## config.mk

```make
export PLATFORM = sky130hd
export DESIGN_NAME = seq_detect_param
export DESIGN_NICKNAME = d
export VERILOG_FILES = /design/src/rtl/seq_detect_param.sv
export SDC_FILE = /design/constraint.sdc
export NUM_CORES = 1
export LEC_CHECK = 0
export ABC_AREA = 0
export CORE_ASPECT_RATIO = 1.4
export CORE_UTILIZATION = 56
export CTS_CLUSTER_DIAMETER = 100
export CTS_CLUSTER_SIZE = 28
export DETAILED_ROUTE_END_ITERATION = 7
export DONT_BUFFER_PORTS = 1
export PLACE_DENSITY_LB_ADDON = 0.1
export SLEW_MARGIN = 20
export SYNTH_ARGS = -nofsm -noshare
export SYNTH_HDL_FRONTEND = slang
export SYNTH_SLANG_ARGS = --single-unit
```

## constraint.sdc

```tcl
create_clock -name clk -period 2.35 [get_ports clk]
set_clock_uncertainty 0.05 [all_clocks]
set_input_delay 0.47 -clock clk [delete_from_list [all_inputs] [get_ports clk]]
set_output_delay 0.47 -clock clk [all_outputs]
set_load 0.01 [all_outputs]
```

## src/rtl/seq_detect_param.sv

```systemverilog
// Programmable serial pattern detector: registered Moore match flag one cycle after the last pattern bit.
// No backpressure: x is consumed on every x_valid edge, and a cfg_load edge drops that edge's bit.
module seq_detect_param #(
  parameter int                 MAX_LEN     = 8,
  parameter int                 LEN_W       = 4,
  parameter int                 CNT_W       = 8,
  parameter logic [MAX_LEN-1:0] DEF_PATTERN = MAX_LEN'('b101),
  parameter int                 DEF_LEN     = 3
) (
  input  logic               clk,
  input  logic               reset,
  input  logic               x,
  input  logic               x_valid,
  input  logic               overlap,
  input  logic               cfg_load,
  input  logic [MAX_LEN-1:0] cfg_pattern,
  input  logic [LEN_W-1:0]   cfg_len,
  input  logic               cnt_clr,
  output logic               y,
  output logic [CNT_W-1:0]   match_count,
  output logic [LEN_W-1:0]   active_len
);

  localparam logic [LEN_W-1:0] MAX_L     = LEN_W'(MAX_LEN);
  localparam logic [LEN_W-1:0] DEF_LEN_C = (DEF_LEN <= 1)       ? LEN_W'(1) :
                                           (DEF_LEN > MAX_LEN)  ? MAX_L     : LEN_W'(DEF_LEN);

  logic [MAX_LEN-1:0] hist_q, hist_d;
  logic [MAX_LEN-1:0] pat_q, pat_d;
  logic [LEN_W-1:0]   fill_q, fill_d;
  logic [LEN_W-1:0]   len_q, len_d;
  logic [CNT_W-1:0]   cnt_q, cnt_d;
  logic               y_q, y_d;

  logic [MAX_LEN-1:0] shift_hist;
  logic [MAX_LEN-1:0] len_mask;
  logic [LEN_W-1:0]   fill_inc;
  logic               match;

  function automatic logic [LEN_W-1:0] clamp_len(input logic [LEN_W-1:0] l);
    if (l < LEN_W'(2)) return LEN_W'(1);
    else if (l > MAX_L) return MAX_L;
    else return l;
  endfunction

  always_comb begin
    hist_d     = hist_q;
    pat_d      = pat_q;
    fill_d     = fill_q;
    len_d      = len_q;
    cnt_d      = cnt_q;
    y_d        = y_q;
    len_mask   = '0;
    for (int i = 0; i < MAX_LEN; i++) len_mask[i] = (i < int'(len_q));
    shift_hist = {hist_q[MAX_LEN-2:0], x};
    fill_inc   = (fill_q == MAX_L) ? fill_q : fill_q + LEN_W'(1);
    // Compare only the low active_len bits of the post-shift history.
    match      = x_valid && !cfg_load && (fill_inc >= len_q) &&
                 ((shift_hist & len_mask) == (pat_q & len_mask));

    if (cfg_load) begin
      pat_d  = cfg_pattern;
      len_d  = clamp_len(cfg_len);
      fill_d = '0;
      y_d    = 1'b0;
    end else if (x_valid) begin
      hist_d = shift_hist;
      fill_d = (match && !overlap) ? '0 : fill_inc;
      y_d    = match;
    end

    if (cnt_clr)                     cnt_d = '0;
    else if (match && cnt_q != '1)   cnt_d = cnt_q + CNT_W'(1);
  end

  always_ff @(posedge clk or posedge reset) begin
    if (reset) begin
      hist_q <= '0;
      pat_q  <= DEF_PATTERN;
      fill_q <= '0;
      len_q  <= DEF_LEN_C;
      cnt_q  <= '0;
      y_q    <= 1'b0;
    end else begin
      hist_q <= hist_d;
      pat_q  <= pat_d;
      fill_q <= fill_d;
      len_q  <= len_d;
      cnt_q  <= cnt_d;
      y_q    <= y_d;
    end
  end

  assign y           = y_q;
  assign match_count = cnt_q;
  assign active_len  = len_q;

endmodule

```

==> results by group, run 1 <==
Run status
  • Status: finished with violations
  • Failing checks: setup timing

Route
  • DR DRC count: 0
  • Met3 wire length: ~170 um
  • Met2 wire length: 2040 um
  • Final wirelength: between 3000 and 4000 um
  • Vias per Instance: 6.01
  • Starting DRC count in detailed routing: 24
  • Via count: 1388
  • 1st-pass router iterations: 4
  • Top Metal Used: met4
  • Met1 WL: about 1400 um
  • DRT antenna net count: 0
  • WL/cell: around 16 um

Global route
  • First-pass GRT wire length: between 6000 and 7000 um
  • Overflow left after global routing: 0
  • Initial antenna violation count: 0
  • Overall Global Routing Usage: between 20% and 30%
  • Largest net degree at the start of global routing: 33
  • Vias in the first global route: around 1500

Finish
  • Commonest non-fill, non-tap cell in the layout: nand2_1
  • Commonest cells after routing, fill and taps aside: nand2_1 (33), dfrtp_1 (28), buf_4 (17)
  • Layout area overhead: 16.8%
  • Register area: 806 um2
  • Antenna cells: 0
  • Final Non-Filler Cells: 231
  • Share of cells above drive strength 1: between 20% and 30%
  • # fillers: between 200 and 250
  • Fin nets: 219
  • Footprint of the multi-input gates: slightly above 900 um2

Placed design
  • Placed instance count: approximately 220
  • Final RePlAce weighted congestion: about 0.8
  • DP HPWL: 2720 um
  • Number of port buffers: 0

Floorplan
  • Die ar.: about 3300 um2
  • Core Area: slightly below 3000 um2
  • Initial Util: approximately three fifths
  • I/O pin total: 32
  • Die H: between 60 and 70 um
  • Die X: between 40 and 50 um
  • Row cnt: 23

STA
  • Fin crit share: 104%
  • Fmax achieved: approximately 410 MHz
  • Post-layout min period: around 2.4 ns
  • Final hold violations: 0
  • Pins Over Slew Limit: 0
  • Worst Max-Slew Pin Slew: between 0.4 and 0.5 ns
  • PnR worst setup slack: -0.0907 ns
  • RSZ-0062 raised after global routing: yes
  • Setup Viol. Count Final: 9
  • Max_slew headroom: 69.3%
  • Fin Setup TNS: -0.577 ns

Hold path
  • HP Class: primary input to asynchronous set/reset pin

CTS
  • Clk sinks: 32
  • Clock slew at reported path FFs: ~0.07 ns
  • Worst-Skew Late Latency: 0.28 ns
  • Hold-fix buffers, CTS: 0
  • Root buffer cell: clkbuf_8
  • CTS Buf Count: 5
  • H-tree levels: 2
  • CTS tree: yes
  • Longest Clk Path Bufs: 2

Yosys
  • Cell area after synthesis: 1740 um2
  • Asr flop ratio synth: 100%
  • Post-synthesis register bit count: 32
  • Cell count after synthesis: 175
  • Post-synthesis sequential area ratio: between 40% and 50%
  • Post-synth EDFFs: 0
  • YS warnings: 0
  • Yosys cell types: 37
  • Syn Area/Cell: 9.94 um2
  • Post-Syn Nets: between 200 and 250
  • Top FF cell, synth: dfrtp_1

Critical path
  • Maximum fanout along the worst path: 4
  • CP startpoint: fill_q[0]$_DFFE_PP0P_
  • Critical-path cell list: inv_1, ha_2, nand3b_1, xnor2_2, ha_1, nand2b_4, a211o_1, a21oi_4, nor3b_4, mux2_4
  • Critical Path Source Type: flop
  • Worst Setup Path Type: flop to flop
  • CP bufs+invs: 1
  • Top delay family on crit path: compound AO/OA/AOI/OAI gates
  • CP max-delay cell: dfrtp_1
  • CP max stage delay: 0.39 ns
  • Worst reg2reg startpoint: fill_q[0]$_DFFE_PP0P_
  • Critical Path AT: between 2 and 3 ns
  • Crit path required time: 2.46 ns
  • Reg2reg setup slack: -0.09 ns
  • Critical Path End Type: flop

Power and ir drop
  • Clock power share: slightly below 30%
  • Seq pwr share: between 40% and 50%
  • LEAKAGE: slightly below 0.9 nW
  • Pint: roughly 980 uW
  • Comb pwr share: a little under a quarter
  • Sw Pwr: roughly 390 uW
  • Power Dens Cells: about 670 nW/um2
  • Switch share: between 20% and 30%
  • VDD IR-drop max: 0.000476 V

Run
  • Max Cap Viol: 0
==> area by class of cell <==
type	count	share of cell area (%)
repair buffers	18	6.83
well taps	37	2.28
multi-input cells	129	45.9
flip-flops and latches	32	39.7
clock inverters	1	0.246
inverters	7	1.29
clock buffers	7	3.76
==> cell usage after synthesis, types with 2 or more instances <==
| cell type | instances | share of area [%] |
|---|---|---|
| a21oi_1 | 8 | 2.3 |
| a31oi_1 | 2 | 0.72 |
| a32oi_1 | 3 | 1.5 |
| and3_1 | 3 | 1.1 |
| buf_1 | 2 | 0.43 |
| buf_2 | 2 | 0.58 |
| dfrtp_1 | 28 | 40 |
| dfstp_2 | 4 | 6.0 |
| ha_1 | 7 | 5.0 |
| inv_1 | 7 | 1.5 |
| mux2_2 | 10 | 6.5 |
| nand2_1 | 33 | 7.1 |
| nand2b_1 | 4 | 1.4 |
| nand3_1 | 3 | 0.86 |
| nand4_1 | 3 | 1.1 |
| nor2_1 | 7 | 1.5 |
| nor3b_1 | 2 | 0.86 |
| o21ai_0 | 5 | 1.4 |
| o221ai_1 | 2 | 1.0 |
| o22ai_1 | 3 | 1.1 |
| o31ai_1 | 7 | 3.0 |
| or4_1 | 6 | 2.6 |
| xnor2_1 | 10 | 5.0 |
==> cells by family (layout without fill, tap and decap cells) <==
family                     Yosys count  after routing  share of synthesized area (%)
AOI/OAI and AO/OA                   35             35                           13.5
xor gates and xnor gates            10             10                           5.04
adders and majority gates            7              7                           5.04
buffers and inverters               14             33                           3.67
DFF                                 32             32                           46.3
muxes                               11             11                           7.05
and+or+nand+nor                     66             66                           19.4
==> repair_timing <==
| item | 4_1_cts | 5_1_grt |
|---|---|---|
| resized for setup | 4 | 9 |
| endpoints found under the hold margin | 0 | 0 |
| gates cloned | 0 | 1 |
| pin swaps | 10 | 12 |
| buffers inserted | 1 | 3 |
| setup endpoints to repair | 8 | 13 |
==> flip-flops by register name (all words and copies together), names as in the netlist <==
register	flops
y	1
hist_q	7
match_count	8
active_len	4
pat_q	8
fill_q	4
==> per-stage QoR <==
step | cell area, um2 | setup slack, ns | util, % | power [mW] | hold WS (ns)
2_1_floorplan | 1770 | -0.0671 | - | 0.863 | 0.417
3_3_place_gp | 1870 | -0.0216 | 64.4 | 0.920 | 0.410
3_5_place_dp | 1870 | -0.0908 | 64.4 | 0.934 | 0.415
4_1_cts | 1980 | -0.0332 | 68.1 | 1.35 | 0.111
5_1_grt | 2030 | -0.222 | 69.9 | 1.45 | 0.138
6_report | 2030 | -0.0907 | 69.9 | 1.37 | 0.108
==> layer usage <==
| layer | global-route usage, % | up-vias |
|---|---|---|
| met5 | 0 | - |
| met4 | 10.7 | 0 |
| met3 | 6.00 | 6 |
| met2 | 48.5 | 41 |
| met1 | 26.3 | 682 |
| li1 | - | 659 |
==> path summary, 6_finish.rpt <==
kind,endpoint,depth (start not counted)
max,match_count[0]$_DFFE_PP0P_,10
min,match_count[5]$_DFFE_PP0P_,2
max reg2reg,match_count[0]$_DFFE_PP0P_,10
min reg2reg,hist_q[6]$_DFFE_PP0P_,2
max in group asynchronous,pat_q[0]$_DFFE_PP1P_,2
min in group clk,match_count[5]$_DFFE_PP0P_,1
==> power groups by stage <==
stage / Clock (mW) / Combinational, mW / Sequential, mW
6_report: 0.398 / 0.318 / 0.655
3_3_place_gp: 0 / 0.257 / 0.662
2_1_floorplan: 0 / 0.204 / 0.659
3_5_place_dp: 0 / 0.270 / 0.665
4_1_cts: 0.409 / 0.288 / 0.654
5_1_grt: 0.435 / 0.354 / 0.661
Note: power is estimated with default switching activity, not from simulation.
==> inputs of run 2 (changes only) <==
--- a/config.mk
+++ b/config.mk
@@ -13,6 +13,7 @@
 export DETAILED_ROUTE_END_ITERATION = 7
 export DONT_BUFFER_PORTS = 1
 export PLACE_DENSITY_LB_ADDON = 0.1
+export SKIP_LAST_GASP = 1
 export SLEW_MARGIN = 20
 export SYNTH_ARGS = -nofsm -noshare
 export SYNTH_HDL_FRONTEND = slang
==> results of run 2 <==
Final layout, timing and power as in run 1 (identical DEF).
==> inputs of run 3 (changes only) <==
--- a/config.mk
+++ b/config.mk
@@ -12,7 +12,7 @@
 export CTS_CLUSTER_SIZE = 28
 export DETAILED_ROUTE_END_ITERATION = 7
 export DONT_BUFFER_PORTS = 1
-export PLACE_DENSITY_LB_ADDON = 0.1
+export PLACE_DENSITY_LB_ADDON = 0.25
 export SKIP_LAST_GASP = 1
 export SLEW_MARGIN = 20
 export SYNTH_ARGS = -nofsm -noshare
==> run 3 against run 2 <==
The run still ends with setup timing left. Critical path type unchanged. Core utilization rose by 1.2 points. Worst hold slack got worse by 0.011 ns. Die area did not move. Via count fell by 2.5%. Cell area rose by 1.7%. Global-route usage rose by 0.99 points. Critical path depth rose by 1. Highest routed layer unchanged.
==> results by group, run 3 (same netlist as run 1, synthesis figures left out) <==
Route
  • Top Metal Used: met4
  • Final wirelength: 4100 um (+11%)
  • DRT antenna net count: 0 (unchanged)
  • Met1 WL: 1550 um (+8.1%)
  • WL/cell: 18.2 um (+14%)
  • Met3 wire length: 138 um (-17%)
  • Met2 wire length: 2250 um (+9.8%)
  • Vias per Instance: 5.99 (-0.37%)
  • 1st-pass router iterations: 4 (unchanged)
  • DR DRC count: 0 (unchanged)
  • Starting DRC count in detailed routing: 37 (+54%)
  • Via count: 1353 (-2.5%)

Finish
  • Fin nets: 214 (-2.3%)
  • Commonest non-fill, non-tap cell in the layout: nand2_1
  • Share of cells above drive strength 1: 30.7% (+4.9 points)
  • Final core utilization: 71.1% (+1.2 points)
  • Finished Cell Area: 2070 um2 (+1.7%)
  • Commonest cells after routing, fill and taps aside: nand2_1 (33), dfrtp_1 (28), buf_4 (11)
  • Antenna cells: 0 (unchanged)
  • Layout area overhead: 18.8%

Global route
  • Vias in the first global route: 1462 (-0.41%)
  • Initial antenna violation count: 0 (unchanged)
  • Largest net degree at the start of global routing: 33 (unchanged)
  • Overall Global Routing Usage: 26.3% (+0.99 points)
  • Overflow left after global routing: 0 (unchanged)
  • First-pass GRT wire length: 6440 um (+1.6%)

Floorplan
  • Core Area: 2910 um2 (unchanged)
  • Die ar.: 3340 um2 (unchanged)
  • Initial Util: 59.8% (unchanged)
  • Die X: 49.1 um (unchanged)
  • Die H: 67.9 um (unchanged)
  • I/O pin total: 32 (unchanged)
  • Row cnt: 23 (unchanged)

Power and ir drop
  • VDD IR-drop max: 0.000478 V (+0.28%)
  • Power Dens Cells: 697 nW/um2 (+3.3%)
  • LEAKAGE: 0.876 nW (-1.3%)
  • Overall Power: 1.44 mW (+5.0%)

CTS
  • Clock slew at reported path FFs: 0.07 ns (about the same)
  • H-tree levels: 2 (unchanged)
  • Clk sinks: 32 (unchanged)
  • Root buffer cell: clkbuf_8
  • CTS tree: yes
  • Worst-Skew Late Latency: 0.29 ns (about the same)
  • Longest Clk Path Bufs: 2 (unchanged)
  • Hold-fix buffers, CTS: 0 (unchanged)
  • CTS Buf Count: 5 (unchanged)

Critical path
  • Worst Setup Path Type: flop to flop
  • Crit path required time: 2.47 ns (about the same)
  • Maximum fanout along the worst path: 6 (+2)
  • Critical Path AT: 2.57 ns (+0.02 ns)
  • Critical Path End Type: flop
  • Critical Path Source Type: flop
  • FF-to-FF path depth: 11 (+1)

STA
  • Final hold slack: 0.0966 ns (-0.0111 ns)
  • PnR worst setup slack: -0.103 ns (-0.0118 ns)
  • Fmax achieved: 408 MHz (-0.48%)
  • Pins Over Slew Limit: 0 (unchanged)
  • RSZ-0062 raised after global routing: yes
  • Final hold violations: 0 (unchanged)
  • Fin crit share: 104% (+0.50 points)
  • Worst Max-Slew Pin Slew: 0.408 ns (-0.0528 ns)
  • Max_slew headroom: 72.8% (+3.5 points)
  • Post-layout min period: 2.45 ns (+0.0118 ns)
  • Setup Viol. Count Final: 8 (-1)

Run status
  • Failing checks: setup timing
  • Status: finished with violations

Run
  • Max Cap Viol: 0 (unchanged)

Placed design
  • Number of port buffers: 0 (unchanged)
  • Area after DPL: 1860 um2 (-0.80%)
  • Final RePlAce weighted congestion: 0.833 (+2.7%)
  • DP HPWL: 2850 um (+4.7%)

Hold path
  • HP Class: primary input to asynchronous set/reset pin
[run 3: changes by cell type in the layout (fill, tap and decap cells not counted), moves of 2 or more]
cell,previous run,this run
a21oi_1,6,2
or4_1,5,1
buf_4,17,11
o31ai_1,5,3
or4_4,1,5
a21oi_2,1,5
[run 3: power by group]
group | total, mW | leakage [nW] | switching, mW | internal [mW]
sequential | 0.655 | 0.408 | 0.0487 | 0.606
clock | 0.451 | 0.0445 | 0.213 | 0.238
combinational | 0.335 | 0.424 | 0.170 | 0.165
[run 3: repair_timing]
| item | CTS | global route |
|---|---|---|
| setup endpoints to repair | 11 | 13 |
| setup buffers | 0 | 1 |
| pin swaps | 9 | 20 |
| cloned | 0 | 1 |
| gates resized for setup | 5 | 22 |
[run 3: through the flow]
step / setup TNS (ns) / setup WS (ns) / std cells
2_1_floorplan: -0.0742 / -0.0671 / 175
3_3_place_gp: -0.0181 / -0.00966 / 216
3_5_place_dp: -0.465 / -0.105 / 216
4_1_cts: -0.366 / -0.0618 / 224
5_1_grt: -1.49 / -0.179 / 226
6_report: -0.632 / -0.103 / 226
[run 3: final timing paths]
kind,slack (ns),startpoint,endpoint
min in group clk,0.18,cnt_clr,match_count[3]$_DFFE_PP0P_
min reg2reg,0.48,hist_q[4]$_DFFE_PP0P_,hist_q[5]$_DFFE_PP0P_
max reg2reg,-0.10,fill_q[0]$_DFFE_PP0P_,match_count[5]$_DFFE_PP0P_
max,-0.10,fill_q[0]$_DFFE_PP0P_,match_count[5]$_DFFE_PP0P_
max in group asynchronous,1.82,reset,pat_q[0]$_DFFE_PP1P_
min,0.1,reset,match_count[6]$_DFFE_PP0P_
[run 3: final cells by class]
class / count / area [um2]
sequential: 32 / 806
clock buffer: 7 / 86.3
inverter: 7 / 26.3
fill: 224 / 840
tap: 37 / 46.3
clock inverter: 1 / 7.51
multi-input combinational: 129 / 990
timing repair buffer: 13 / 105
[run 3: routing by layer]
metal | track usage, % | up-vias
li1 | - | 650
met1 | 25.2 | 652
met2 | 49.5 | 36
met3 | 6.89 | 15
met4 | 17.3 | 0
met5 | 0 | -
[run 3: worst max-delay path, cell delays in order, from the launching register on]
cell	delay [ns]
dfrtp_1	0.39
inv_2	0.08
ha_4	0.13
nand3b_1	0.13
xnor2_2	0.22
ha_1	0.27
nand2b_4	0.14
a211o_1	0.29
a21oi_4	0.27
buf_6	0.18
or4_4	0.13
a21oi_2	0.06
==> patch, RTL diff (flow settings as in run 2) <==
Add an input register stage for `cfg_len`, without a reset; this delays it by one clock. The other inputs are not delayed to match.
--- a/src/rtl/seq_detect_param.sv
+++ b/src/rtl/seq_detect_param.sv
@@ -24,6 +24,12 @@
   localparam logic [LEN_W-1:0] MAX_L     = LEN_W'(MAX_LEN);
   localparam logic [LEN_W-1:0] DEF_LEN_C = (DEF_LEN <= 1)       ? LEN_W'(1) :
                                            (DEF_LEN > MAX_LEN)  ? MAX_L     : LEN_W'(DEF_LEN);
+
+  logic [LEN_W-1:0] cfg_len_q;
+
+  always_ff @(posedge clk) begin
+    cfg_len_q <= cfg_len;
+  end
 
   logic [MAX_LEN-1:0] hist_q, hist_d;
   logic [MAX_LEN-1:0] pat_q, pat_d;
@@ -60,7 +66,7 @@
 
     if (cfg_load) begin
       pat_d  = cfg_pattern;
-      len_d  = clamp_len(cfg_len);
+      len_d  = clamp_len(cfg_len_q);
       fill_d = '0;
       y_d    = 1'b0;
     end else if (x_valid) begin
Function: changed (Yosys sat finds a counterexample within 4 cycles, from zero or initial values and one cycle with reset high).
==> patch against run 2 <==
  * The run still ends with setup timing left
  * Sequential cell count up 4
  * Area after synthesis rose by 6.9%
  * Worst hold slack lost 0.011 ns
  * Worst setup slack worse by 0.050 ns
  * Synthesized cell count down 0.57%
  * Combinational power decreased by 3%
  * Total power grew 10%
  * Cell area up 6.9%
  * Count of clock-buffer cells in the layout is 2 lower
  * Routed wire length rose by 2.7%
==> patch: results (changes against run 2) <==
| Metric | Value |
|---|---|
| Outcome | finished, violations left |
| Failing checks | setup timing |
| Critical Path AT | 2.62 ns (+0.07 ns) |
| Sw Share | 28.4% (-0.35 points) |
| Port Buf Inserts | 0 (unchanged) |
| Antenna violations before repair | 0 (unchanged) |
| Setup TNS | -1.30 ns (-0.725 ns) |
| Worst-path clk slew | 0.07 ns (about the same) |
| Met3 routed WL | 185 µm (+11%) |
| Worst slack at placement | -0.107 ns (-0.0160 ns) |
| Reg2reg end | match_count[0] |
| 1st-iter DRT viols | 31 (+29%) |
| Syn Nets | 200 (-0.50%) |
| Routability cong. | 0.805 (-0.69%) |
| Setup Viol. Count Final | 12 (+3) |
| GRT Total Usage | 23.6% (-1.7 points) |
| Max FO, Critical Path | 7 (+3) |
| Worst r2r src | fill_q[1] |
| Yosys Warn Count | 0 (unchanged) |
| Fraction of registers with async set or reset after synthesis | 88.9% (-11 points) |
| Max VDD drop | 0.452 mV (-5.1%) |
| H-tree levels | 2 (unchanged) |
| Worst hold slack | 0.0963 ns (-0.0114 ns) |
| Synth cell types | 44 (+19%) |
| Largest net degree at the start of global routing | 33 (unchanged) |
| First-pass GRT wire length | 6160 µm (-2.7%) |
| Syn avg cell area | 10.7 µm² (+7.5%) |
| Top cells by count, synth | dfrtp_1 (28), mux2_2 (19), nand2_1 (17) |
| DR vias/cell | 5.95 (-0.93%) |
| Ratio of cells with drive above 1 in the final layout | 32.6% (+6.9 points) |
| DP HPWL | 2690 µm (-1.2%) |
| Highest metal used | met4 |
| Final setup margin | -0.141 ns (-0.0503 ns) |
| Met1 wire length | 1500 µm (+5.1%) |
| Fillers | 242 (+12%) |
| Max-Cap Viols | 0 (unchanged) |
| Met3 Resource Use GR | 7.41% (+1.4 points) |
| DP Area | 0.00197 mm² (+5.6%) |
| Met2 usage | 40.3% (-8.2 points) |
| Avg WL per Cell | 16.3 µm (+2.3%) |
| Slew headroom | 73.3% (+4.0 points) |
| CTS Root Buffer Type | clkbuf_8 |
| Met2 Wirelength | 2010 µm (-1.8%) |
| DRT Wirelength | 3790 µm (+2.7%) |
| Seq/Total Area, Yosys | 47.6% (+1.3 points) |
| Met1 Track Usage GR | 25.6% (-0.61 points) |
| Lkg Pwr | 0.000943 µW (+6.3%) |
| Synth top area cells | dfrtp_1 (38%), mux2_2 (12%), dfstp_2 (5.7%) |
| Area occupied by registers | 886 µm² (+9.9%) |
| HP Class | in2async |
| Diode count | 0 (unchanged) |
| Vias in the first global route | 1419 (-3.3%) |
| Initial DRT Pass Iterations | 4 (unchanged) |
patch: changes by cell type in the layout (fill, tap and decap cells not counted), moves of 4 or more:
cell / run 2 / this run
dfxtp_1: 0 / 4
mux2_2: 9 / 19
nand2_1: 33 / 17
nor3_1: 0 / 6
o31ai_1: 5 / 1
or4_1: 5 / 0
patch: worst max-delay path by stage:
stage,startpoint,endpoint,cells after the start
after floorplan,fill_q[0],match_count[6],11
after global placement,fill_q[1],match_count[6],9
after detailed placement,fill_q[0],fill_q[1],11
after CTS,fill_q[1],match_count[0],10
after global routing,fill_q[1],match_count[0],10
final,fill_q[1],match_count[0],10
patch: logic make-up after synthesis:
family / Yosys count / share of synthesized area, %
adders and majority gates: 7 / 4.71
muxes: 21 / 12.7
buffers and inverters: 16 / 3.70
xor gates and xnor gates: 10 / 4.71
and+or+nand+nor: 56 / 15.7
AOI/OAI and AO/OA: 28 / 10.8
DFF: 36 / 47.6
patch: what timing repair did:
action / CTS / global route
resized for setup: 3 / 14
pin swaps: 7 / 9
gates cloned: 0 / 0
setup endpoints to repair: 11 / 13
setup buffers: 4 / 2
patch: final cells by class:
type	count	share of cell area [%]
inverters	9	1.56
multi-input cells	122	44.8
flip-flops and latches	36	40.8
clock inverters	3	0.864
well taps	39	2.25
clock buffers	5	3.17
repair buffers	18	6.57
patch: worst max-delay path, stage by stage (launching register included):
cell	delay [ns]
dfrtp_1	0.40
inv_1	0.07
ha_2	0.17
nand3b_1	0.11
xnor2_2	0.16
ha_1	0.30
nand2b_4	0.14
a211o_1	0.32
a21oi_4	0.25
nor3b_2	0.09
mux2_4	0.31
patch: power groups by stage:
stage	clock (µW)	combinational (µW)	sequential [µW]
floorplan	0	221	762
global placement	0	261	774
detailed placement	0	269	777
CTS	448	284	765
global route	471	342	773
finish	436	308	764
